==> config.mk <==
export PLATFORM = sky130hd
export DESIGN_NAME = md5_result_unload
export DESIGN_NICKNAME = d
export VERILOG_FILES = /design/src/rtl/md5_result_unload.sv
export SDC_FILE = /design/constraint.sdc
export NUM_CORES = 1
export LEC_CHECK = 0
export CORE_MARGIN = 5
export CORE_UTILIZATION = 55
export CTS_CLUSTER_SIZE = 10
export DETAILED_ROUTE_END_ITERATION = 12
export GPL_TIMING_DRIVEN = 1
export HOLD_SLACK_MARGIN = 0.15
export PLACE_DENSITY = 0.77
export SLEW_MARGIN = 20
export SYNTH_ARGS = -nofsm -noshare
export SYNTH_HDL_FRONTEND = slang
export SYNTH_SLANG_ARGS = --single-unit
export TNS_END_PERCENT = 5
==> constraint.sdc <==
create_clock -name CLK -period 2.2 [get_ports CLK]
set_input_delay 0.55 -clock CLK [delete_from_list [all_inputs] [get_ports CLK]]
set_output_delay 0.55 -clock CLK [all_outputs]
set_load 0.01 [all_outputs]
==> src/rtl/md5_result_unload.sv <==
// Collects WORDS 32-bit result words, then emits them as 16-bit halfwords,
// low half first. A sticky err flag records writes while busy or reads while empty.
module md5_result_unload #(
  parameter int WORDS = 4
) (
  input  logic        CLK,
  input  logic        rst,
  input  logic        wr_en,
  input  logic [31:0] din,
  output logic        ready,
  output logic [15:0] dout,
  output logic        empty,
  input  logic        rd_en,
  output logic        err
);

  localparam int WCW = $clog2(WORDS + 1);
  localparam int HCW = $clog2(2 * WORDS + 1);
  localparam int SW  = (WORDS > 1) ? $clog2(WORDS) : 1;

  typedef enum logic {LOAD, UNLOAD} state_t;

  state_t          state;
  logic [WCW-1:0]  wcnt;
  logic [HCW-1:0]  hcnt;
  logic [SW:0]     hnext;
  logic [31:0]     nword;
  logic [31:0]     slots [2**SW];

  always_comb begin
    ready = (state == LOAD);
    empty = (state != UNLOAD);
  end

  // Next halfword index splits into word select (upper bits) and half select (bit 0).
  always_comb begin
    hnext = hcnt[SW:0] + 1'b1;
    nword = slots[hnext[SW:1]];
  end

  always_ff @(posedge CLK) begin
    if (!rst && state == LOAD && wr_en)
      slots[wcnt[SW-1:0]] <= din;
  end

  always_ff @(posedge CLK) begin
    if (rst) begin
      state <= LOAD;
      wcnt  <= '0;
      hcnt  <= '0;
      dout  <= '0;
      err   <= 1'b0;
    end else begin
      if (wr_en && state != LOAD)
        err <= 1'b1;
      if (rd_en && state != UNLOAD)
        err <= 1'b1;

      case (state)
        LOAD: begin
          if (wr_en) begin
            if (wcnt == WCW'(WORDS - 1)) begin
              state <= UNLOAD;
              wcnt  <= '0;
              hcnt  <= '0;
              // With a single word, slot 0 is being written this very cycle.
              dout  <= (wcnt == '0) ? din[15:0] : slots[0][15:0];
            end else begin
              wcnt <= wcnt + 1'b1;
            end
          end
        end
        UNLOAD: begin
          if (rd_en) begin
            if (hcnt == HCW'(2 * WORDS - 1)) begin
              state <= LOAD;
              hcnt  <= '0;
              dout  <= '0;
            end else begin
              hcnt <= hcnt + 1'b1;
              dout <= hnext[0] ? nword[31:16] : nword[15:0];
            end
          end
        end
        default: state <= LOAD;
      endcase
    end
  end

endmodule

==> metrics.md, run 1 <==
| Metric | Value |
|---|---|
| Status | finished clean |
| Die width | 116 um |
| # hold bufs at CTS | 0 |
| CP max FO | 29 |
| Synth Net Count | 431 |
| Pwr dens | 872 nW/um2 |
| Data required time of the worst path | 2.49 ns |
| Antenna violations before repair | 0 |
| DIE AREA | 13500 um2 |
| Fmax achieved | 476 MHz |
| Synth Area in XOR/XNOR | 0.403% |
| Final WS setup | 0.100 ns |
| Clock root buffer master | clkbuf_16 |
| Via count | 3773 |
| Total GRT Usage | 20.9% |
| GR Overflow Total | 0 |
| Setup violations, final | 0 |
| Fin crit period | 2.10 ns |
| # diodes | 0 |
| Register bit total from synthesis | 153 |
| Antenna viol nets, final | 0 |
| VDD IR-drop max | 0.000570 V |
| Largest area contributor in the netlist | edfxtp_1 |
| Reg2reg start | hcnt[1] |
| Initial drt markers | 259 |
| Critical Path Sink Type | flip-flop |
| Die Ht | 116 um |
| Hold Crit Class | flip-flop to flip-flop |
| Fin. max-slew vios | 0 |
| Worst R2R End | dout[2] |
| Rel. slew slack | 53.4% |
| Post-synth top area share | 61.9% |
| IO buf count | 54 |
| Drt first pass iters | 4 |
| Crit path kind | flip-flop to flip-flop |
| Least-Margin Pin Slew | 0.698 ns |
| Post-Syn Instances | 390 |
| Adder-cell share of the synthesized area | 1.01% |
| CTS tree | built |
| Flop2flop setup slack | 0.1 ns |
| Overall Power | 6730 uW |
| Clk_lat worst skew | 0.41 ns |
| Cts bufs inserted | 17 |
| Starting Density | 56.7% |
| Synth Area in Compound Gates | 9.44% |
| Ys Warns | 0 |
| Core outline area | 10900 um2 |
| First-pass GRT wire length | 20.9 mm |
| Final wirelength | 13.4 mm |
| Post-place setup slack | 0.0238 ns |
| P&R area growth vs syn | 24.4% |
| Final worst path period share | 95.5% |
| Avg Inst Size Synth | 15.9 um2 |
| Worst hold path depth | 2 |
| Clock skew | 0.00589 ns |
| Worst R2R Path Depth | 6 |
| Final layout net count | 513 |
| Clk slew on worst S/H paths | 0.06 ns |
| Final setup TNS | 0 ns |
| Mux cell area share after synthesis | 11.1% |
| Final hold violation count | 0 |
| Crit path DAT | 2.39 ns |
| Main combinational cell family by area after synthesis | multiplexers |
| Simple-Gate Fraction of Synth Area | 5.65% |
| WL per Instance | 21.4 um |
| Sink Count | 153 |
| DP HPWL | 8.55 mm |
| Post-Syn Area | 6200 um2 |
| CTS H-tree lvls | 4 |
| Top cells by area, synth | edfxtp_1 62%, dfxtp_1 8.1%, mux4_2 5.8% |
| CP startpoint | hcnt[1] |
| DRC Markers | 0 |
| Share of layout cells above drive strength 1 | 17.7% |
| Largest net degree at the start of global routing | 30 |
| Vias per cell | 6.04 |
| Commonest non-fill, non-tap cell in the layout | edfxtp_1 |
| Leakage power | 0.00269 uW |
| CTS Buffer Depth | 2 |
| Crit path to | dout[2] |
| Rows | 38 |
| Vias in the first global route | 3993 |
| I/O Pins | 55 |
| Synth cell types | 35 |
| RSZ-0062 raised after global routing | false |
| GP Congestion | 0.800 |
| Most frequent cells in the layout | 128 x edfxtp_1, 54 x clkdlybuf4s50_1, 52 x nand2_1 |
| Critical path startpoint category | flip-flop |
| Max_cap viols | 0 |
| Seq/Total Area, Yosys | 70.0% |
==> cells in the mapped netlist <==
master     instances
buf_4              4
nor3_1             1
o21bai_1          16
xor2_2             1
and3_1             2
buf_6              1
nor2_1            10
clkbuf_1          10
buf_8              1
ha_1               5
nand2b_1           2
a21o_1            16
o221a_2            6
buf_2              6
mux2i_1           33
a311oi_1           2
xnor2_1            1
nand4bb_1          1
mux4_2            16
inv_1              4
dfxtp_1           25
nand4b_1           1
nor2b_1            2
edfxtp_1         128
a22oi_1            2
a21oi_1            2
a211oi_1           1
a41oi_1            1
nand2_1           52
nand3b_1           1
nand3_1            2
buf_1              2
o221a_1           10
and2_1             6
a31oi_1           17
==> metrics by stage <==
step                      hold WS (ns)  cell area, um2  util [%]  instances
final                            0.490            7720      70.6        625
after detailed placement         0.483            7080      64.7        593
after CTS                        0.493            7710      70.5        625
after global routing             0.511            7720      70.6        625
after global placement           0.465            7080      64.7        593
after floorplan                  0.431            6200         -        390
==> layer usage <==
layer	GRT usage (%)	up-vias	part of all wire, %
li1	-	1683	-
met1	25.8	1921	40
met2	35.6	146	52
met3	4.77	23	5.7
met4	9.13	0	1.8
met5	0	-	0
==> logic make-up (layout without fill, tap and decap cells) <==
family / Yosys count / in the layout
flip-flops: 153 / 153
AND/OR/NAND/NOR: 80 / 80
AO/OA/AOI/OAI: 73 / 73
multiplexers: 49 / 49
buffers and inverters: 28 / 123
adder cells (fa/ha/maj): 5 / 5
XOR/XNOR: 2 / 2
==> registers in the layout, indices dropped and copies added (netlist names) <==
register,cells
dout,16
err,1
hcnt,4
slots,128
state,1
wcnt,3
==> power breakdown <==
part,internal (uW),switching [uW],total [uW]
Sequential,3220,27.4,3250
Clock,2010,1100,3110
Combinational,178,192,370
Total,5410,1320,6730
==> how the worst min path moves through the flow <==
stage / endpoint / slack [ns] / from
floorplan: wcnt[2] / 0.43 / wcnt[2]
global placement: err / 0.46 / err
detailed placement: hcnt[3] / 0.48 / hcnt[3]
CTS: err / 0.49 / err
global route: hcnt[3] / 0.51 / hcnt[3]
finish: err / 0.49 / err
==> layout make-up <==
cell class / count / area, um2
multi-input cells: 209 / 1730
well taps: 140 / 175
repair buffers: 87 / 817
inverters: 4 / 15.0
fillers: 705 / 3220
clock buffers: 20 / 437
clock inverters: 12 / 198
flip-flops and latches: 153 / 4340
==> worst max-delay path, cell delays in order, from the launching register on <==
cell	delay, ns
dfxtp_1	0.38
ha_1	0.35
xor2_4	0.23
buf_12	0.25
mux4_2	0.55
nand2_1	0.10
a31oi_1	0.10
==> repair_timing <==
action,CTS,global route
resized for setup,0,1
setup buffers,0,0
endpoints found under the hold margin,0,0
setup endpoints to repair,0,4
Note: power is estimated with default switching activity, not from simulation.
==> run 2: changes to the inputs <==
--- a/config.mk
+++ b/config.mk
@@ -9,6 +9,7 @@
 export CORE_UTILIZATION = 55
 export CTS_CLUSTER_SIZE = 10
 export DETAILED_ROUTE_END_ITERATION = 12
+export GPL_ROUTABILITY_DRIVEN = 0
 export GPL_TIMING_DRIVEN = 1
 export HOLD_SLACK_MARGIN = 0.15
 export PLACE_DENSITY = 0.77
==> results of run 2 <==
Same layout as run 1: the final DEF is identical, and so are final timing and power.
==> run 3: changes to the inputs <==
==> constraint.sdc (replaced) <==
create_clock -name CLK -period 2.52 [get_ports CLK]
set_input_delay 0.63 -clock CLK [delete_from_list [all_inputs] [get_ports CLK]]
set_output_delay 0.63 -clock CLK [all_outputs]
set_load 0.01 [all_outputs]
==> metrics.md, run 3 (synthesized netlist as in run 1, its figures left out) <==
| Metric | Value |
|---|---|
| Status | finished clean |
| CTS tree | built |
| Postcts setup bufs | 0 |
| Final WS setup | 0.422 ns |
| Rel. slew slack | 66.3% |
| Clock root buffer master | clkbuf_16 |
| Clk_lat worst skew | 0.42 ns |
| Initial drt markers | 309 |
| Sink Count | 153 |
| Commonest non-fill, non-tap cell in the layout | edfxtp_1 |
| Reg2reg start | wcnt[0] |
| CP max FO | 11 |
| Die Ht | 116 um |
| Hold Crit Class | flip-flop to flip-flop |
| GR Overflow Total | 0 |
| Antenna violations before repair | 0 |
| CTS H-tree lvls | 4 |
| Met2 wire length | 7.21 mm |
| Rows | 38 |
| VDD IR-drop max | 0.000493 V |
| Data required time of the worst path | 2.82 ns |
| Placed Area | 7030 um2 |
| Fin. max-slew vios | 0 |
| Final hold violation count | 0 |
| Die width | 116 um |
| Cts bufs inserted | 17 |
| CP startpoint | wcnt[0] |
| Post-route cell area | 7640 um2 |
| First-pass GRT wire length | 20.8 mm |
| P&R area growth vs syn | 23.2% |
| # hold bufs at CTS | 0 |
| Via count | 3673 |
| Post-place setup slack | 0.246 ns |
| Post-CTS sizing | 0 |
| DIE AREA | 13500 um2 |
| Critical path startpoint category | flip-flop |
| Vias in the first global route | 3917 |
| CTS Buffer Depth | 2 |
| RSZ-0062 raised after global routing | false |
| Placed cell count | 584 |
| Flop2flop setup slack | 0.42 ns |
| Max reg flops | 128 |
| Clock skew | 0.0151 ns |
| Total GRT Usage | 21.2% |
| Core outline area | 10900 um2 |
| Fin crit period | 2.10 ns |
| Final layout net count | 504 |
| # diodes | 0 |
| Vias per cell | 5.96 |
| Most frequent cells in the layout | 128 x edfxtp_1, 54 x clkdlybuf4s50_1, 52 x nand2_1 |
| Final wirelength | 13.4 mm |
| Least-Margin Pin Slew | 0.505 ns |
| Met3 Routed Length | 744 um |
| Final setup TNS | 0 ns |
| Pwr dens | 751 nW/um2 |
| IO buf count | 54 |
| DP HPWL | 8.35 mm |
| Non-Filler Instances | 616 |
| DRC Markers | 0 |
| Overall Power | 5740 uW |
| Crit path to | dout[0] |
| Drt first pass iters | 4 |
| Filler cells | 739 |
| Critical Path Sink Type | flip-flop |
| Top layer in use | met4 |
| Max_cap viols | 0 |
| Antenna viol nets, final | 0 |
| Worst R2R End | dout[0] |
| Starting Density | 56.7% |
| Final worst path period share | 83.2% |
| Clk slew on worst S/H paths | 0.06 ns |
| Wl on met1 | 5.13 mm |
| Setup violations, final | 0 |
| Share of layout cells above drive strength 1 | 16.4% |
| Worst R2R Path Depth | 7 |
| Leakage power | 0.00263 uW |
| Crit path kind | flip-flop to flip-flop |
| Crit path DAT | 2.40 ns |
| I/O Pins | 55 |
| Fmax achieved | 477 MHz |
| Largest net degree at the start of global routing | 34 |
| WL per Instance | 21.7 um |
-- run 3: cell count changes in the layout (fill, tap and decap cells not counted), sizes merged --
cell,previous run,this run
clkinv,4,7
buf,33,24
bufinv,5,4
clkinvlp,2,3
inv,5,4
clkbuf,20,18
-- run 3: worst min path at each step --
stage | start | to | cells past startpoint | slack, ns
global route | err | err | 2 | 0.50
floorplan | wcnt[2] | wcnt[2] | 2 | 0.43
detailed placement | err | err | 2 | 0.47
global placement | err | err | 2 | 0.46
finish | err | err | 2 | 0.47
CTS | err | err | 2 | 0.48
-- run 3: stage by stage --
stage	utilization (%)	hold WS, ns
after floorplan	-	0.431
final	69.9	0.471
after global placement	64.3	0.463
after global routing	69.9	0.495
after detailed placement	64.3	0.466
after CTS	69.9	0.475
-- run 3: power by group --
part | switching [uW] | leakage (uW) | total (uW) | internal [uW]
registers | 25.6 | 0.00136 | 2840 | 2810
logic | 163 | 0.000975 | 311 | 148
clock network | 948 | 0.000293 | 2590 | 1640
total | 1140 | 0.00263 | 5740 | 4600
-- run 3: layout make-up --
type	count	area, um2	share of cell area, %
sequential	153	4340	56.8
tap	140	175	2.29
clock inverter	14	180	2.36
clock buffer	18	429	5.62
multi-input combinational	209	1730	22.6
timing repair buffer	78	771	10.1
inverter	4	15.0	0.196
-- run 3: worst max-delay path: stages, from the launching register on --
cell	delay [ns]
dfxtp_1	0.35
inv_1	0.11
ha_1	0.18
nor2b_2	0.42
buf_4	0.35
mux2i_1	0.26
o221a_1	0.22
a31oi_1	0.09
-- run 3: routing by layer --
layer  global-route usage, %  vias to the layer above
met5                       0                        -
met4                    9.20                        0
met3                    5.34                       23
met2                    37.6                      122
met1                    24.5                     1865
li1                        -                     1663
